## config.mk

```make
export PLATFORM = sky130hd
export DESIGN_NAME = bus_arbiter
export DESIGN_NICKNAME = d
export VERILOG_FILES = /design/src/rtl/bus_arbiter.sv
export SDC_FILE = /design/constraint.sdc
export NUM_CORES = 1
export LEC_CHECK = 0
export ABC_AREA = 1
export BUFFER_PORTS_ARGS = -buffer_cell sky130_fd_sc_hd__buf_2
export CAP_MARGIN = 20
export CORE_MARGIN = 5
export CORE_UTILIZATION = 58
export DETAILED_ROUTE_END_ITERATION = 10
export PLACE_DENSITY_LB_ADDON = 0.25
export SKIP_CTS_REPAIR_TIMING = 1
export SLEW_MARGIN = 10
export SYNTH_ARGS = -nofsm -noshare
export SYNTH_HDL_FRONTEND = slang
export SYNTH_SLANG_ARGS = --single-unit
```

## constraint.sdc

```tcl
create_clock -name i_clk -period 3.8 [get_ports i_clk]
set_clock_uncertainty 0.15 [all_clocks]
set_input_delay 0.38 -clock i_clk [delete_from_list [all_inputs] [get_ports i_clk]]
set_output_delay 0.38 -clock i_clk [all_outputs]
set_load 0.03 [all_outputs]
```

## src/rtl/bus_arbiter.sv

```systemverilog
// Four-requester round-robin bus arbiter with hold limit and forced release.
// Define BUS_ARB_TURNAROUND_EN to insert a one-cycle bus-idle TURN state between owners.
module bus_arbiter #(
  parameter int MAX_HOLD = 8
) (
  input  logic       i_clk,
  input  logic       i_reset,
  input  logic [3:0] i_req,
  output logic [3:0] o_gnt,
  output logic [1:0] o_gnt_id,
  output logic       o_bus_busy,
  output logic       o_preempt
);

  // state | meaning
  // IDLE  | no owner, arbitrate every edge
  // GRANT | owner holds bus, hold counter running
  // TURN  | one bus-idle cycle between owners (turnaround build only)
`ifdef BUS_ARB_TURNAROUND_EN
  typedef enum logic [1:0] {ST_IDLE, ST_GRANT, ST_TURN} state_t;
`else
  typedef enum logic [1:0] {ST_IDLE, ST_GRANT} state_t;
`endif

  localparam logic [3:0] LP_MAX = 4'(MAX_HOLD);

  state_t     r_state;
  logic [3:0] r_gnt;
  logic [1:0] r_gnt_id;
  logic [1:0] r_last_id;
  logic       r_busy;
  logic       r_preempt;
  logic [3:0] r_hold_cnt;

  logic [1:0] w_win_id;
  logic [3:0] w_win_oh;
  logic       w_win_any;
  logic       w_vol;
  logic       w_at_max;
  logic       w_others;
  logic       w_forced;

  // Scan from lowest to highest priority so the nearest requester after last_id wins.
  always_comb begin
    w_win_id = 2'd0;
    for (int k = 4; k >= 1; k--) begin
      if (i_req[r_last_id + 2'(k)]) w_win_id = r_last_id + 2'(k);
    end
  end

  assign w_win_oh  = 4'b0001 << w_win_id;
  assign w_win_any = |i_req;
  assign w_vol     = ~|(i_req & r_gnt);
  assign w_at_max  = (r_hold_cnt == LP_MAX);
  assign w_others  = |(i_req & ~r_gnt);
  assign w_forced  = !w_vol && w_at_max && w_others;

  always_ff @(posedge i_clk) begin
    if (i_reset) begin
      r_state    <= ST_IDLE;
      r_gnt      <= 4'd0;
      r_gnt_id   <= 2'd0;
      r_last_id  <= 2'd3;
      r_busy     <= 1'b0;
      r_preempt  <= 1'b0;
      r_hold_cnt <= 4'd0;
    end else begin
      r_preempt <= 1'b0;
      case (r_state)
        ST_IDLE: begin
          if (w_win_any) begin
            r_state    <= ST_GRANT;
            r_gnt      <= w_win_oh;
            r_gnt_id   <= w_win_id;
            r_last_id  <= w_win_id;
            r_busy     <= 1'b1;
            r_hold_cnt <= 4'd1;
          end
        end
        ST_GRANT: begin
          if (w_vol || w_forced) begin
            r_preempt  <= w_forced;
            r_hold_cnt <= 4'd0;
`ifdef BUS_ARB_TURNAROUND_EN
            r_state    <= ST_TURN;
            r_gnt      <= 4'd0;
            r_busy     <= 1'b0;
`else
            // last_id is still the old owner, so it is searched last here.
            if (w_win_any) begin
              r_state    <= ST_GRANT;
              r_gnt      <= w_win_oh;
              r_gnt_id   <= w_win_id;
              r_last_id  <= w_win_id;
              r_busy     <= 1'b1;
              r_hold_cnt <= 4'd1;
            end else begin
              r_state <= ST_IDLE;
              r_gnt   <= 4'd0;
              r_busy  <= 1'b0;
            end
`endif
          end else if (!w_at_max) begin
            r_hold_cnt <= r_hold_cnt + 4'd1;
          end
        end
`ifdef BUS_ARB_TURNAROUND_EN
        ST_TURN: begin
          if (w_win_any) begin
            r_state    <= ST_GRANT;
            r_gnt      <= w_win_oh;
            r_gnt_id   <= w_win_id;
            r_last_id  <= w_win_id;
            r_busy     <= 1'b1;
            r_hold_cnt <= 4'd1;
          end else begin
            r_state <= ST_IDLE;
          end
        end
`endif
        default: begin
          r_state <= ST_IDLE;
          r_gnt   <= 4'd0;
          r_busy  <= 1'b0;
        end
      endcase
    end
  end

  assign o_gnt      = r_gnt;
  assign o_gnt_id   = r_gnt_id;
  assign o_bus_busy = r_busy;
  assign o_preempt  = r_preempt;

endmodule

```

Yosys cells after proc, flatten, opt, wreduce, memory -nomap -nowiden:

Cells that the tools add are included.

* $add $sub $neg: 4
* $lt $le $gt $ge: 4
* equality and inequality tests: 5
* shift-type cells: 1
* mux-type cells: 35
* bitwise gates (word level): 5
* reductions and logical operators: 13

Operator list (count)
* $mux 4: 6
* $mux 2: 10
* $pmux 4 s2: 2
* $lt 2x3->1 const B: 4
* $pmux 2 s2: 3
* $reduce_or 4->1: 3
* $mux 1: 9
* $and 4x4->4: 2
* $bmux 1 s2: 4
* $add 2x2->2 const B: 2
* $add 4x1->4 const B: 1
* $eq 4x4->1 const B: 1
* $ne 2x2->1 const B: 2
* $not 4->4: 1
* $reduce_and 2->1: 2
* $shl 1x2->4 const A: 1
* $ne 3x3->1 const B: 1
* $reduce_and 3->1: 1
* $reduce_or 3->1: 1
* $add 2x1->2 const B: 1
* $eq 2x1->1 const B: 1
* $logic_and 1x1->1: 2
* $logic_not 2->1: 1
* $not 1->1: 2
* 4 further kinds: 4

* flip-flop bits (word level): 16
* output and inout port bits: 8
* word-level logic and storage cells: 74

Logic depth before layout (Yosys ltp):

* depth in word-level cells: 10
* gate-level depth with buffers: 13
* gate-level depth less buffers: 13

Worst setup path after synthesis:

No wires, ideal clock.

* path type: reg2reg
* start: register r_gnt[3] (netlist: o_gnt[3])
* end: register r_hold_cnt[0]
* data arrival time: 1.394 ns
* data required time: 3.536 ns
* path slack: 2.141 ns
* stages on the path, launching flop included: 12
* buffers on the path: 0
* path through: dfxtp_1 inv_1 nand2_1 o21ai_0 o21ai_2 nand2_1 nand2_1 nand2_1 inv_2 nand3_1 nand2_1 nor2_1

* cells in the longest elaborated chain, start to end: 7
* elaborated cells between the ends (all ways): 13
* classes of those cells: eq/ne: 1; mux: 2; bitwise: 3; reduce/logical: 7

RTL lines
* start, declared: RTL line 28 `logic [3:0] r_gnt;`
* start signal, assigned: RTL line 73 `r_gnt <= w_win_oh;`
* start signal, assigned: RTL line 92 `r_gnt <= w_win_oh;`
* $and 4x4->4 or $not 4->4 (tied branches): RTL line 53, 55
* $reduce_or 4->1 or $and 4x4->4 (tied branches): RTL line 53, 55
* $logic_and 1x1->1 or $reduce_or 4->1 (tied branches): RTL line 56, 55
* $logic_and 1x1->1: RTL line 56 `assign w_forced = !w_vol && w_at_max && w_others;`
* $logic_or 1x1->1 (*): RTL line 81 `if (w_vol || w_forced) begin`
* $ne 3x3->1 (no line) or $mux 4 (tied branches)
* $reduce_and 3->1 (no line) or $pmux 4 s2 (tied branches)
* end signal, assigned: RTL line 104 `r_hold_cnt <= r_hold_cnt + 4'd1;`
* end, declared: RTL line 33 `logic [3:0] r_hold_cnt;`

Every way passes the cells marked *; elsewhere a longest branch is shown, timed or not.
A chain may end at the register's enable or synchronous reset.

Worst setup path in the final report:

* start: register r_hold_cnt[0]
* end: register r_gnt_id[0] (netlist: o_gnt_id[0])

* cells in the longest elaborated chain, start to end: 6

RTL lines
* $eq 4x4->1: RTL line 54 `assign w_at_max = (r_hold_cnt == LP_MAX);`
* $logic_and 1x1->1 (2 in series): RTL line 56
* $logic_or 1x1->1: RTL line 81
* $ne 2x2->1 (no line)
* $reduce_and 2->1 (no line)
* end signal, assigned: RTL line 74 `r_gnt_id <= w_win_id;`
* end signal, assigned: RTL line 93 `r_gnt_id <= w_win_id;`
* end, declared: RTL line 29 `logic [1:0] r_gnt_id;`

No other way between the ends.

==> reports/metrics.cfg <==
[outcome]
status=complete, no violations

[setup_path]
reg2reg_depth=11
cp_slowest_stage_delay_ps=370
crit_arrival_ps=1880
r2r_slack_ps=1970
required_ps=3840
cp_slowest_cell=a21oi_1
path_cells=inv_1, ha_1, nand2_1, nor2_1, o21ai_2, a21oi_1, inv_1, nand2_1, nand2_1, nand2_1, inv_1
critPathMostFrequentCell=nand2_1
critPathLaunch=r_hold_cnt[0]$_SDFFE_PP0P_
crit_fanout=6
cp-end-kind=flop
reg2reg_to=o_gnt_id[0]$_SDFFE_PP0P_
path_class=flop to flop
critical-path-top-delay-family=compound AO/OA/AOI/OAI gates
path_depth=11
cp-start-kind=flop
r2r_start=r_hold_cnt[0]$_SDFFE_PP0P_
crit_end=o_gnt_id[0]$_SDFFE_PP0P_
crit_buf_inv=3

[sta]
max_freq_mhz=545
finalWorstSetupSlack_ps=1970
min_period_ps=1830
setup_violations=0
fin_crit_sh_pct=48.2
rsz0062_at_grt=false
slew_violations=0
tightest_slew_ps=537
slew-limit-headroom_pct=63.9
fin_setup_tns_ps=0
hold_viol=0

[detailed_routing]
routed_wl_mm=1.95
wire_per_inst_um=11.1
remaining_drc_errors=0
dr.first_iter.drc_count=27
firstDrtPassIters=5
antenna_left=0
routed-via-count=948
viasPerCell=5.39

[floorplan]
core_region_area_sq_um=1470
die_w_um=48.9
die_height_um=48.9
num_rows=14
io_pins=14
initial_utilization_pct=59.8
die_area_sq_um=2400

[job]
drv_cap=0

[yosys]
ys_warn_count=0
netlist_area_sq_um=880
ys_seq_elements=14
syn_area_per_cell_sq_um=6.11
ys_seq_area_share_pct=31.9
syn_inst=144
syn-num-nets=152
ys_types=19

[pwr]
p_sw_w=0.000380
p_seq_share_pct=29.0
ir_worst_vdd_uv=573
p_comb_share_pct=56.6
switching_share_pct=50.0
p_clk_share_pct=14.5
p_int_w=0.000381
power_density_nw_per_um2=763
cellLeakagePower_nw=0.569
finalPower_w=0.000761

[global_route]
grt_pass1_wl_mm=3.41
first_global_vias=831
grt-ovfl-total=0
antenna_found_initial=0
grt_usage_pct=17.9
grt_max_degree=12

[final_layout]
nNetsFinal=169
n_antenna_cell=0
drive_gt1_share_pct=18.8
nFillCells=151
final_cells=176
areaGrowthSynthToFinish_pct=13.4

[clock_tree]
cts_tree=built
clock_latency_ps=280
clk_pin_slew_ps=90
cts_sinks=14
clockRootBuffer=clkbuf_4
cts_max_level=1
cts_buffers=3
max-clock-path-buffers=2

[placed_design]
io_buffers=13
place_congestion=0.862
dp_hpwl_mm=1.55
placed_cells=172
place_ws_ps=1990

[worst_hold_path]
min_path_type=input pin to flop

layer usage:
metal  share of wire (%)  up-vias  GRT usage (%)
met5                   0        -              0
li1                    -      484              -
met1                  47      429           22.2
met4                 1.8        0           9.87
met2                  47       27           28.5
met3                 4.4        8           3.67
logic make-up after synthesis:
kind of cell | synth area share (%)
xor gates and xnor gates | 1.99
and+or+nand+nor | 41.4
adders and majority gates | 2.84
AOI/OAI and AO/OA | 11.7
buffers and inverters | 10.2
DFF | 31.9
final cells by class:
| type | instances | area [sq um] | area share (%) |
|---|---|---|---|
| clock buffers | 4 | 36.3 | 3.64 |
| inverters | 23 | 86.3 | 8.66 |
| multi-input cells | 106 | 509 | 51.1 |
| flip-flops and latches | 14 | 280 | 28.1 |
| well taps | 16 | 20.0 | 2.01 |
| repair buffers | 13 | 65.1 | 6.52 |
flip-flops by register name (all words and copies together), names as in the netlist:
name,count
r_hold_cnt,4
o_bus_busy,1
r_last_id,2
o_gnt,4
o_gnt_id,2
o_preempt,1
worst min-delay path by stage:
stage | from | to | slack, ps | cells past startpoint
6_report | i_reset | r_hold_cnt[3]$_SDFFE_PP0P_ | 250 | 2
4_1_cts | i_reset | r_hold_cnt[3]$_SDFFE_PP0P_ | 230 | 2
5_1_grt | i_reset | r_hold_cnt[3]$_SDFFE_PP0P_ | 250 | 2
3_3_place_gp | o_gnt_id[1]$_SDFFE_PP0P_ | o_gnt_id[1]$_SDFFE_PP0P_ | 300 | 2
3_5_place_dp | o_gnt_id[1]$_SDFFE_PP0P_ | o_gnt_id[1]$_SDFFE_PP0P_ | 330 | 2
2_1_floorplan | r_hold_cnt[3]$_SDFFE_PP0P_ | r_hold_cnt[3]$_SDFFE_PP0P_ | 330 | 2
per-stage QoR:
step                hold WS (ps)  utilization (%)  cell area [sq um]
finish                       249             67.8                997
detailed placement           327             65.3                961
floorplan                    332                -                880
CTS                          233             67.8                997
global placement             305             65.3                961
global route                 247             67.8                997
synth_stat cells:
cell type	count	area [sq um]
ha_1	2	25.0
o211ai_1	2	15.0
nand2_1	54	203
o21ai_2	1	8.76
inv_1	20	75.1
nor2_1	6	22.5
a21oi_2	1	8.76
o21ai_0	3	15.0
nor2_2	1	6.26
dfxtp_1	14	280
inv_2	3	11.3
a21oi_1	11	55.1
xor2_1	2	17.5
nand3_2	1	10.0
nand4_1	4	25.0
nand3_1	11	55.1
nor3_1	1	5.00
clkbuf_1	1	3.75
nand2_2	6	37.5
layout by cell type (no fill, tap or decap):
cell type  instances
xor2_1             2
inv_2              3
nand3_1           11
o21ai_2            1
dfxtp_1           14
nor3_1             1
nor2_1             6
inv_1             20
ha_1               2
nand2_1           54
a21oi_1           11
o21ai_0            3
clkbuf_4           3
nand4_1            4
nand2_2            6
buf_2             13
nand3_2            1
clkbuf_8           1
nor2_2             1
a21oi_2            1
o211ai_1           2
power groups by stage:
stage / sequential (W) / combinational, W / clock (W)
finish: 0.000221 / 0.000431 / 0.000110
global route: 0.000227 / 0.000489 / 0.000121
CTS: 0.000221 / 0.000431 / 0.000113
detailed placement: 0.000225 / 0.000427 / 0
global placement: 0.000223 / 0.000417 / 0
floorplan: 0.000263 / 0.000296 / 0
No activity file was read; power rests on OpenSTA's default activity.
